### src/rtl/pipe_src_arbiter.sv
// pipe_src_arbiter: round-robin merge of N_SRC one-deep source holding registers onto one FIFO write port (tag words optional via PIPE_ARB_TAG_EN).
// Latency: strobe -> wr_en_out after 2 edges (3 with tag word); one data word per 2 cycles (3 with tag).
// Backpressure: fifo_full_in stalls grant and write with the granted word held; re-strobed pending sources are overwritten and counted as drops.
module pipe_src_arbiter #(
    parameter int N_SRC  = 8,
    parameter int W_DATA = 16,
    parameter int W_DROP = 16
) (
    input  logic                    clk50_in,
    input  logic                    reset_in,
    input  logic [N_SRC-1:0]        src_en_in,
    input  logic [N_SRC-1:0]        data_valid_in,
    input  logic [N_SRC*W_DATA-1:0] data_in,
    input  logic                    fifo_full_in,
    output logic                    wr_en_out,
    output logic [W_DATA-1:0]       wr_data_out,
    output logic [7:0]              grant_idx_out,
    output logic                    busy_out,
    output logic [W_DROP-1:0]       drop_count_out
);
    localparam int W_IDX = (N_SRC > 1) ? $clog2(N_SRC) : 1;
    localparam int W_SUM = W_DROP + 10;

    typedef enum logic [1:0] {
        S_IDLE = 2'd0,
        S_TAG  = 2'd1,
        S_DATA = 2'd2
    } state_t;

    state_t              state;
    logic [N_SRC-1:0]    pend;
    logic [W_DATA-1:0]   hold [N_SRC];
    logic [W_IDX-1:0]    last;
    logic [W_IDX-1:0]    g_idx;
    logic [W_DATA-1:0]   gdata;

    logic [N_SRC-1:0]    elig;
    logic [2*N_SRC-1:0]  elig_dbl;
    logic [N_SRC-1:0]    elig_rot;
    logic                win_vld;
    int                  win_off;
    logic [W_IDX-1:0]    win_idx;
    logic                grant_now;
    logic [N_SRC-1:0]    gnt_mask;
    logic [N_SRC-1:0]    ovr;
    logic [W_SUM-1:0]    ovr_cnt;
    logic [W_SUM-1:0]    drop_sum;
    logic [W_DROP-1:0]   drop_next;

    // Rotate eligibility so bit 0 is the source just after the last one served.
    always_comb begin
        elig     = pend & src_en_in;
        elig_dbl = {elig, elig} >> (int'(last) + 1);
        elig_rot = elig_dbl[N_SRC-1:0];
        win_vld  = 1'b0;
        win_off  = 0;
        for (int j = N_SRC - 1; j >= 0; j--) begin
            if (elig_rot[j]) begin
                win_vld = 1'b1;
                win_off = j;
            end
        end
        win_idx   = W_IDX'((int'(last) + 1 + win_off) % N_SRC);
        grant_now = (state == S_IDLE) && win_vld && !fifo_full_in;
        gnt_mask  = grant_now ? (N_SRC'(1) << win_idx) : '0;
    end

    // A strobe on the source being granted this cycle refills it rather than overrunning.
    always_comb begin
        ovr     = data_valid_in & src_en_in & pend & ~gnt_mask;
        ovr_cnt = '0;
        for (int i = 0; i < N_SRC; i++) begin
            ovr_cnt = ovr_cnt + W_SUM'(ovr[i]);
        end
        drop_sum  = W_SUM'(drop_count_out) + ovr_cnt;
        drop_next = (|drop_sum[W_SUM-1:W_DROP]) ? '1 : drop_sum[W_DROP-1:0];
    end

    assign busy_out = (state != S_IDLE) || (|pend);

    always_ff @(posedge clk50_in) begin
        if (reset_in) begin
            state          <= S_IDLE;
            pend           <= '0;
            last           <= W_IDX'(N_SRC - 1);
            g_idx          <= '0;
            gdata          <= '0;
            wr_en_out      <= 1'b0;
            wr_data_out    <= '0;
            grant_idx_out  <= '0;
            drop_count_out <= '0;
            for (int i = 0; i < N_SRC; i++) begin
                hold[i] <= '0;
            end
        end else begin
            wr_en_out      <= 1'b0;
            drop_count_out <= drop_next;

            for (int i = 0; i < N_SRC; i++) begin
                if (!src_en_in[i]) begin
                    pend[i] <= 1'b0;
                end else if (data_valid_in[i]) begin
                    hold[i] <= data_in[i*W_DATA +: W_DATA];
                    pend[i] <= 1'b1;
                end else if (gnt_mask[i]) begin
                    pend[i] <= 1'b0;
                end
            end

            case (state)
                S_IDLE: begin
                    if (grant_now) begin
                        g_idx <= win_idx;
                        gdata <= hold[win_idx];
`ifdef PIPE_ARB_TAG_EN
                        state <= S_TAG;
`else
                        state <= S_DATA;
`endif
                    end
                end
`ifdef PIPE_ARB_TAG_EN
                S_TAG: begin
                    if (!fifo_full_in) begin
                        wr_en_out   <= 1'b1;
                        wr_data_out <= W_DATA'({8'hA5, 8'(g_idx)});
                        state       <= S_DATA;
                    end
                end
`endif
                S_DATA: begin
                    if (!fifo_full_in) begin
                        wr_en_out     <= 1'b1;
                        wr_data_out   <= gdata;
                        grant_idx_out <= 8'(g_idx);
                        last          <= g_idx;
                        state         <= S_IDLE;
                    end
                end
                default: state <= S_IDLE;
            endcase
        end
    end
endmodule
### config.mk
export PLATFORM = sky130hd
export DESIGN_NAME = pipe_src_arbiter
export DESIGN_NICKNAME = d
export VERILOG_FILES = /design/src/rtl/pipe_src_arbiter.sv
export SDC_FILE = /design/constraint.sdc
export NUM_CORES = 1
export LEC_CHECK = 0
export ABC_AREA = 1
export CORE_MARGIN = 2
export CORE_UTILIZATION = 30
export CTS_CLUSTER_DIAMETER = 50
export DETAILED_ROUTE_END_ITERATION = 16
export PLACE_DENSITY = 0.51
export SLEW_MARGIN = 20
export SYNTH_ARGS = -nofsm -noshare
export SYNTH_HDL_FRONTEND = slang
export SYNTH_SLANG_ARGS = --single-unit
### constraint.sdc
create_clock -name clk50_in -period 9.41 [get_ports clk50_in]
set_clock_uncertainty 0.05 [all_clocks]
set_input_delay 1.882 -clock clk50_in [delete_from_list [all_inputs] [get_ports clk50_in]]
set_output_delay 1.882 -clock clk50_in [all_outputs]
set_load 0.1 [all_outputs]
Word-level counts from Yosys, hierarchy flattened
Memory sizes are Yosys's and may differ from the RTL's. A register that Yosys moved wholly into a read port is not among the register bits.
Index checks and enable logic that the tools add are counted.
{"block": "word_totals", "regBits": 52, "mem_bits_rw": 128, "input_bits": 147, "elab_cells": 162, "mem_count": 1}
{"block": "op_classes", "n_addsub": 10, "eq_ne": 3, "shift": 2, "mux": 80, "bitwise_logic": 23, "n_reduce_logical": 28}
{"memory": "hold", "words": 8, "width": 16, "read_ports": 1, "rd_ports_with_merged_regs": 1, "write_ports": 8, "line": "32", "rtl": "logic [W_DATA-1:0] hold [N_SRC];"}
{"cell": "2-to-1 mux 16 bit", "n": 9}
{"cell": "2-to-1 mux 1 bit", "n": 59}
{"cell": "bitwise AND 8 bit", "n": 4}
{"cell": "2-to-1 mux 3 bit", "n": 8}
{"cell": "nonzero test 2 bit", "n": 9}
{"cell": "OR reduction 2 bit", "n": 9}
{"cell": "adder 16 x 8 -> 17 bit", "n": 1}
{"cell": "right shift 16 x 4 -> 8 bit", "n": 1}
{"cell": "NOT 1 bit", "n": 10}
{"cell": "OR reduction 10 bit", "n": 1}
{"cell": "adder 7 x 1 -> 8 bit", "n": 1}
{"cell": "2-to-1 mux 8 bit", "n": 1}
{"cell": "NOT 8 bit", "n": 1}
{"cell": "bitwise OR 1 bit", "n": 8}
{"cell": "OR reduction 8 bit", "n": 1}
{"cell": "<< shifter 1 x 3 -> 8 bit (first input constant)", "n": 1}
{"cell": "adder 6 x 1 -> 7 bit", "n": 1}
{"cell": "adder 5 x 1 -> 6 bit", "n": 1}
{"cell": "AND reduction 2 bit", "n": 3}
{"cell": "adder 4 x 1 -> 5 bit", "n": 1}
{"cell": "adder 3 x 1 -> 4 bit", "n": 1}
{"cell": "adder 3 x 1 -> 4 bit (second input constant)", "n": 1}
{"cell": "2-to-1 mux 2 bit", "n": 2}
{"cell": "!= test 2 bit (second input constant)", "n": 2}
{"cell": "other kinds (9)", "n": 10}

Depth between registers and ports, before layout
{"block": "depth", "word_depth": 25, "mapped_depth": 40, "ltp_nobuf": 38}

Least setup slack after synthesis
Ideal clock, no wire load.
{"block": "synth_timing", "path_type": "input to register", "startpoint": "in src_en_in[4]", "endpoint": "reg drop_count_out[11]", "arrival_ns": 7.985, "path_slack_ns": 1.260, "stages": 36, "path_buffers": 3, "path_cell_list": "nand2_1 -> nand2_1 -> nand3_1 -> nand2_1 -> nand2_1 -> nand2_1 -> a31oi_1 -> o21ai_0 -> nand2_1 -> a21boi_0 -> ha_1 -> inv_1 -> fa_1 -> clkbuf_1 -> inv_1 -> nor2_1 -> clkbuf_1 -> nand3_1 -> nand3_1 -> inv_1 -> fa_1 -> inv_1 -> fa_1 -> inv_1 -> fa_1 -> fa_1 -> fa_1 -> nand3_1 -> nand3_1 -> nand3_1 -> and3b_1 -> clkbuf_1 -> nand4_1 -> nor2_1 -> o21ai_0 -> inv_1"}
{"block": "synth_between", "elab_chain_len": 25, "elab_cells_between_ends": 37, "cone_classes": "9 x add/sub; 2 x shift; 18 x mux; 5 x bitwise; 3 x reduce/logical"}
{"element": "start, declared", "line": "11", "rtl": "input logic [N_SRC-1:0] src_en_in,"}
{"element": "bitwise AND 8 bit", "line": "52", "rtl": "elig = pend & src_en_in;"}
{"element": "right shift 16 x 4 -> 8 bit", "line": "53", "rtl": "elig_dbl = {elig, elig} >> (int'(last) + 1);"}
{"element": "2-to-1 mux 3 bit / 2-to-1 mux 1 bit (equally long branches) (8 in series)", "line": "58", "rtl": "if (elig_rot[j]) begin"}
{"element": "adder 3 bit / logical AND 1 bit (equally long branches)", "line": "63, 64"}
{"element": "<< shifter 1 x 3 -> 8 bit / logical AND 1 bit (equally long branches)", "line": "65, 64"}
{"element": "2-to-1 mux 8 bit", "line": "65", "rtl": "gnt_mask = grant_now ? (N_SRC'(1) << win_idx) : '0;"}
{"element": "NOT 8 bit", "line": "70", "rtl": "ovr = data_valid_in & src_en_in & pend & ~gnt_mask;"}
{"element": "bitwise AND 8 bit (*)", "line": "70"}
{"element": "(+2 left out)"}
{"element": "adder 3 x 1 -> 4 bit", "line": "73", "rtl": "ovr_cnt = ovr_cnt + W_SUM'(ovr[i]);"}
{"element": "adder 4 x 1 -> 5 bit", "line": "73"}
{"element": "adder 5 x 1 -> 6 bit", "line": "73"}
{"element": "adder 6 x 1 -> 7 bit", "line": "73"}
{"element": "adder 7 x 1 -> 8 bit (*)", "line": "73"}
{"element": "adder 16 x 8 -> 17 bit (*)", "line": "75", "rtl": "drop_sum = W_SUM'(drop_count_out) + ovr_cnt;"}
{"element": "OR reduction 10 bit", "line": "76", "rtl": "drop_next = (|drop_sum[W_SUM-1:W_DROP]) ? '1 : drop_sum[W_DROP-1:0];"}
{"element": "2-to-1 mux 16 bit (*)", "line": "76"}
{"element": "end signal, assigned", "line": "97", "rtl": "drop_count_out <= drop_next;"}
{"element": "end, declared", "line": "19", "rtl": "output logic [W_DROP-1:0] drop_count_out"}
Every way passes the cells marked *; elsewhere a longest branch is shown, timed or not.
A chain may end at the register's enable or synchronous reset.

Worst setup path in the final report
{"block": "layout_timing", "startpoint": "in src_en_in[4]", "endpoint": "reg drop_count_out[13]"}
Same word-level chain as after synthesis.

==> Implementation_results.wiki <==
{| class="wikitable"
! Metric !! Value
|-
| Outcome || finished clean
|-
| Predominant post-synthesis flop cell || sky130_fd_sc_hd__edfxtp_1
|-
| Met3 demand-to-capacity share in global routing || 2.94%
|-
| Routability congestion estimate || 0.833
|-
| Worst hold path stage count || 2
|-
| Vias in the first global route || 7,485
|-
| Area of combinational cells with multiple inputs || around 3200 µm²
|-
| Register clock-pin slew on the reported worst setup and hold paths || ~80 ps
|-
| Cell type contributing the most total cell area after synthesis || sky130_fd_sc_hd__edfxtp_1
|-
| Root Driver || sky130_fd_sc_hd__clkbuf_16
|-
| CP max FO || 21
|-
| Post-synth EDFFs || 128
|-
| Unrepaired setup endpoints after global routing || no
|-
| Share of cells above drive strength 1 || under 10%
|-
| Slew margin rel. || 32.6%
|-
| Width of the die || around 180 µm
|-
| Total gr overflow || 0
|-
| Clock tree buffer depth || 2
|-
| Global-route wire length before repair || 42,600 µm
|-
| Largest net degree at the start of global routing || 65
|-
| Floorplan row count || 64
|-
| Area of the core || about 31,000 µm²
|-
| Number of warnings issued by yosys || 0
|-
| Number of antenna violations at the first check in global routing || 1
|-
| Met1 Track Usage GR || 23.8%
|-
| Final routed wire length divided by cell count || around 17 µm
|-
| Clock tree from TritonCTS || yes
|-
| P_leak || around 5.4 nW
|-
| Synthesized netlist cell count || approximately 1,100
|-
| Share of the clock period used by the worst path after layout || 88.9%
|-
| # IOs || around 190
|-
| Top cells by area, synth || sky130_fd_sc_hd__edfxtp_1 (41%), sky130_fd_sc_hd__dfxtp_1 (14%), sky130_fd_sc_hd__inv_1 (7.9%)
|-
| Max-Cap Viols || 0
|-
| Arrival time at the worst endpoint || ~8700 ps
|-
| Filler Cell Count || ~3,200
|-
| Residual DRC || 0
|-
| Met2 global-route usage || about a quarter
|-
| Total routing resource utilization after global routing || between 10% and 20%
|-
| Total power || 2.67 mW
|-
| Number of vias per cell after detailed routing || 4.62
|-
| Die Ht || approximately 180 µm
|-
| Element type at the critical path end || flop
|-
| Placed wire-length estimate || approximately 21,000 µm
|-
| Number of buffers inserted during clock tree synthesis || 17
|-
| P per Cell Area || 220 nW/µm²
|-
| Count of state elements after synthesis || slightly below 200
|-
| Worst setup path category || primary input to flop
|-
| Setup repair bufs after CTS || 0
|-
| Startpoint type of the worst setup path || primary input
|-
| Hold violation count in the final report || 0
|-
| Total via count in the routed design || just under 8,000
|-
| Max VDD drop || approximately 0.16 mV
|-
| Area of the die || between 30,000 and 40,000 µm²
|-
| Number of search-and-repair iterations in the first detailed-routing pass || 5
|-
| Most common cell after layout, fill and taps aside || sky130_fd_sc_hd__inv_1
|-
| Share of flip-flops with an asynchronous set or reset after synthesis || 0%
|-
| Worst path required time || 9690 ps
|-
| Delay of the slowest cell on the worst path || 610 ps
|-
| Area growth from synthesis to final layout || 28.9%
|-
| Hold WS || ~400 ps
|-
| Count of hold buffers inserted by post-cts repair || 0
|-
| Avg Inst Size Synth || between 8 and 9 µm²
|-
| Worst-margin pin slew || ~1000 ps
|-
| Proportion of netlist area held by the largest area contributor || between 40% and 50%
|-
| Worst reg-to-reg path cell count || 35
|-
| Most used routing layer in global routing || met2
|-
| Clock latency on the worst-skew pair || roughly 440 ps
|-
| Number of max-slew violations in the final report || 0
|-
| Post-cts gate resize count || 0
|-
| Drt initial violations || approximately 570
|-
| Commonest cells after routing, fill and taps aside || sky130_fd_sc_hd__inv_1 (199), sky130_fd_sc_hd__clkdlybuf4s50_1 (182), sky130_fd_sc_hd__nand2_1 (172)
|-
| Mapped cell area || 9420 µm²
|-
| Setup total negative slack || 0 ps
|-
| Total setup violations reported at the end of the flow || 0
|-
| Post-route minimum period || between 8000 and 9000 ps
|-
| H-tree depth || 4
|-
| Register area share after synthesis || 55.1%
|-
| Detailed-route wire length || between 20,000 and 30,000 µm
|-
| Type of the worst min-delay path || flop to flop
|-
| Footprint of the flip-flops and latches || 5180 µm²
|-
| Number of clock sinks || 195
|-
| Port Buf Inserts || approximately 180
|-
| Critical-path cell with the highest stage delay || sky130_fd_sc_hd__clkdlybuf4s50_1
|-
| Number of library cell types mapped by synthesis || 40
|-
| Final layout net count || roughly 1,400
|-
| Fmax || around 0.12 GHz
|-
| Initial cell density of the core || a little under a third
|-
| Antenna viol nets, final || 0
|}
## report_power, final
group	switching, mW	leakage (nW)	total, mW	internal [mW]
logic	0.630	3.24	0.898	0.268
clock network	0.374	0.293	0.735	0.361
registers	0.0399	1.85	1.04	1.00
total	1.04	5.38	2.67	1.63
## routing by layer
| layer | vias to the layer above | wire length, µm | share of wire [%] |
|---|---|---|---|
| li1 | 3824 | - | - |
| met1 | 3570 | 12800 | 46 |
| met2 | 283 | 12700 | 46 |
| met3 | 33 | 1480 | 5.4 |
| met4 | 0 | 635 | 2.3 |
| met5 | - | 0 | 0 |
## flip-flops by register name, indices dropped and copies added (netlist names), 3 cells and up
signal,count
hold,128
drop_count_out,16
gdata,16
grant_idx_out,3
wr_data_out,16
g_idx,3
last,3
pend,8
## Yosys cell counts, types with 6 or more instances
cell / instances
sky130_fd_sc_hd__buf_4: 6
sky130_fd_sc_hd__fa_1: 6
sky130_fd_sc_hd__nand2_1: 172
sky130_fd_sc_hd__edfxtp_1: 128
sky130_fd_sc_hd__a21oi_1: 38
sky130_fd_sc_hd__nand2_2: 7
sky130_fd_sc_hd__inv_1: 199
sky130_fd_sc_hd__nand3_1: 136
sky130_fd_sc_hd__clkbuf_1: 36
sky130_fd_sc_hd__ha_1: 8
sky130_fd_sc_hd__xnor2_1: 8
sky130_fd_sc_hd__o21ai_0: 24
sky130_fd_sc_hd__nor2_1: 167
sky130_fd_sc_hd__o211ai_1: 6
sky130_fd_sc_hd__buf_6: 6
sky130_fd_sc_hd__dfxtp_1: 67
sky130_fd_sc_hd__a22oi_1: 32
## layout make-up
type | instances | area share [%]
Sequential cell | 195 | 42.7
Multi-Input combinational cell | 647 | 26.3
Antenna cell | 1 | 0.0206
Inverter | 206 | 6.43
Timing Repair Buffer | 191 | 15.5
Clock inverter | 15 | 1.40
Tap cell | 396 | 4.08
Clock buffer | 17 | 3.50
## cell families (layout without fill, tap and decap cells)
group,after synthesis,in the layout,synth area share [%]
xor gates and xnor gates,12,12,1.12
adders and majority gates,14,14,2.34
DFF,195,195,55.1
and+or+nand+nor,506,506,23.1
other,1,6,0.0398
buffers and inverters,261,429,11.3
AOI/OAI and AO/OA,110,110,7.03
## metrics by stage
stage | worst slack [ps] | utilization [%] | cell area (µm²) | instances
2_1_floorplan | 1260 | - | 9430 | 1103
3_5_place_dp | 584 | 37.5 | 11500 | 1635
4_1_cts | 1040 | 39.5 | 12100 | 1667
6_report | 1050 | 39.5 | 12100 | 1668
5_1_grt | 396 | 39.5 | 12100 | 1668
3_3_place_gp | 743 | 37.5 | 11500 | 1635
## final timing paths
kind / from / to / slack, ps
worst max register to register: last[0] / drop_count_out[13] / 2270
worst max-delay path: src_en_in[4] / drop_count_out[13] / 1050
worst min register to register: gdata[7] / wr_data_out[7] / 410
worst min-delay path: gdata[7] / wr_data_out[7] / 410
## critical path, delay by kind of cell
family,cells,cell delay [ps]
adder cells (fa/ha/maj),7,2980
AND/OR/NAND/NOR,17,2010
buffers and inverters,7,950
AO/OA/AOI/OAI,4,630
XOR/XNOR,1,170
Power figures use the tool's default switching activity.
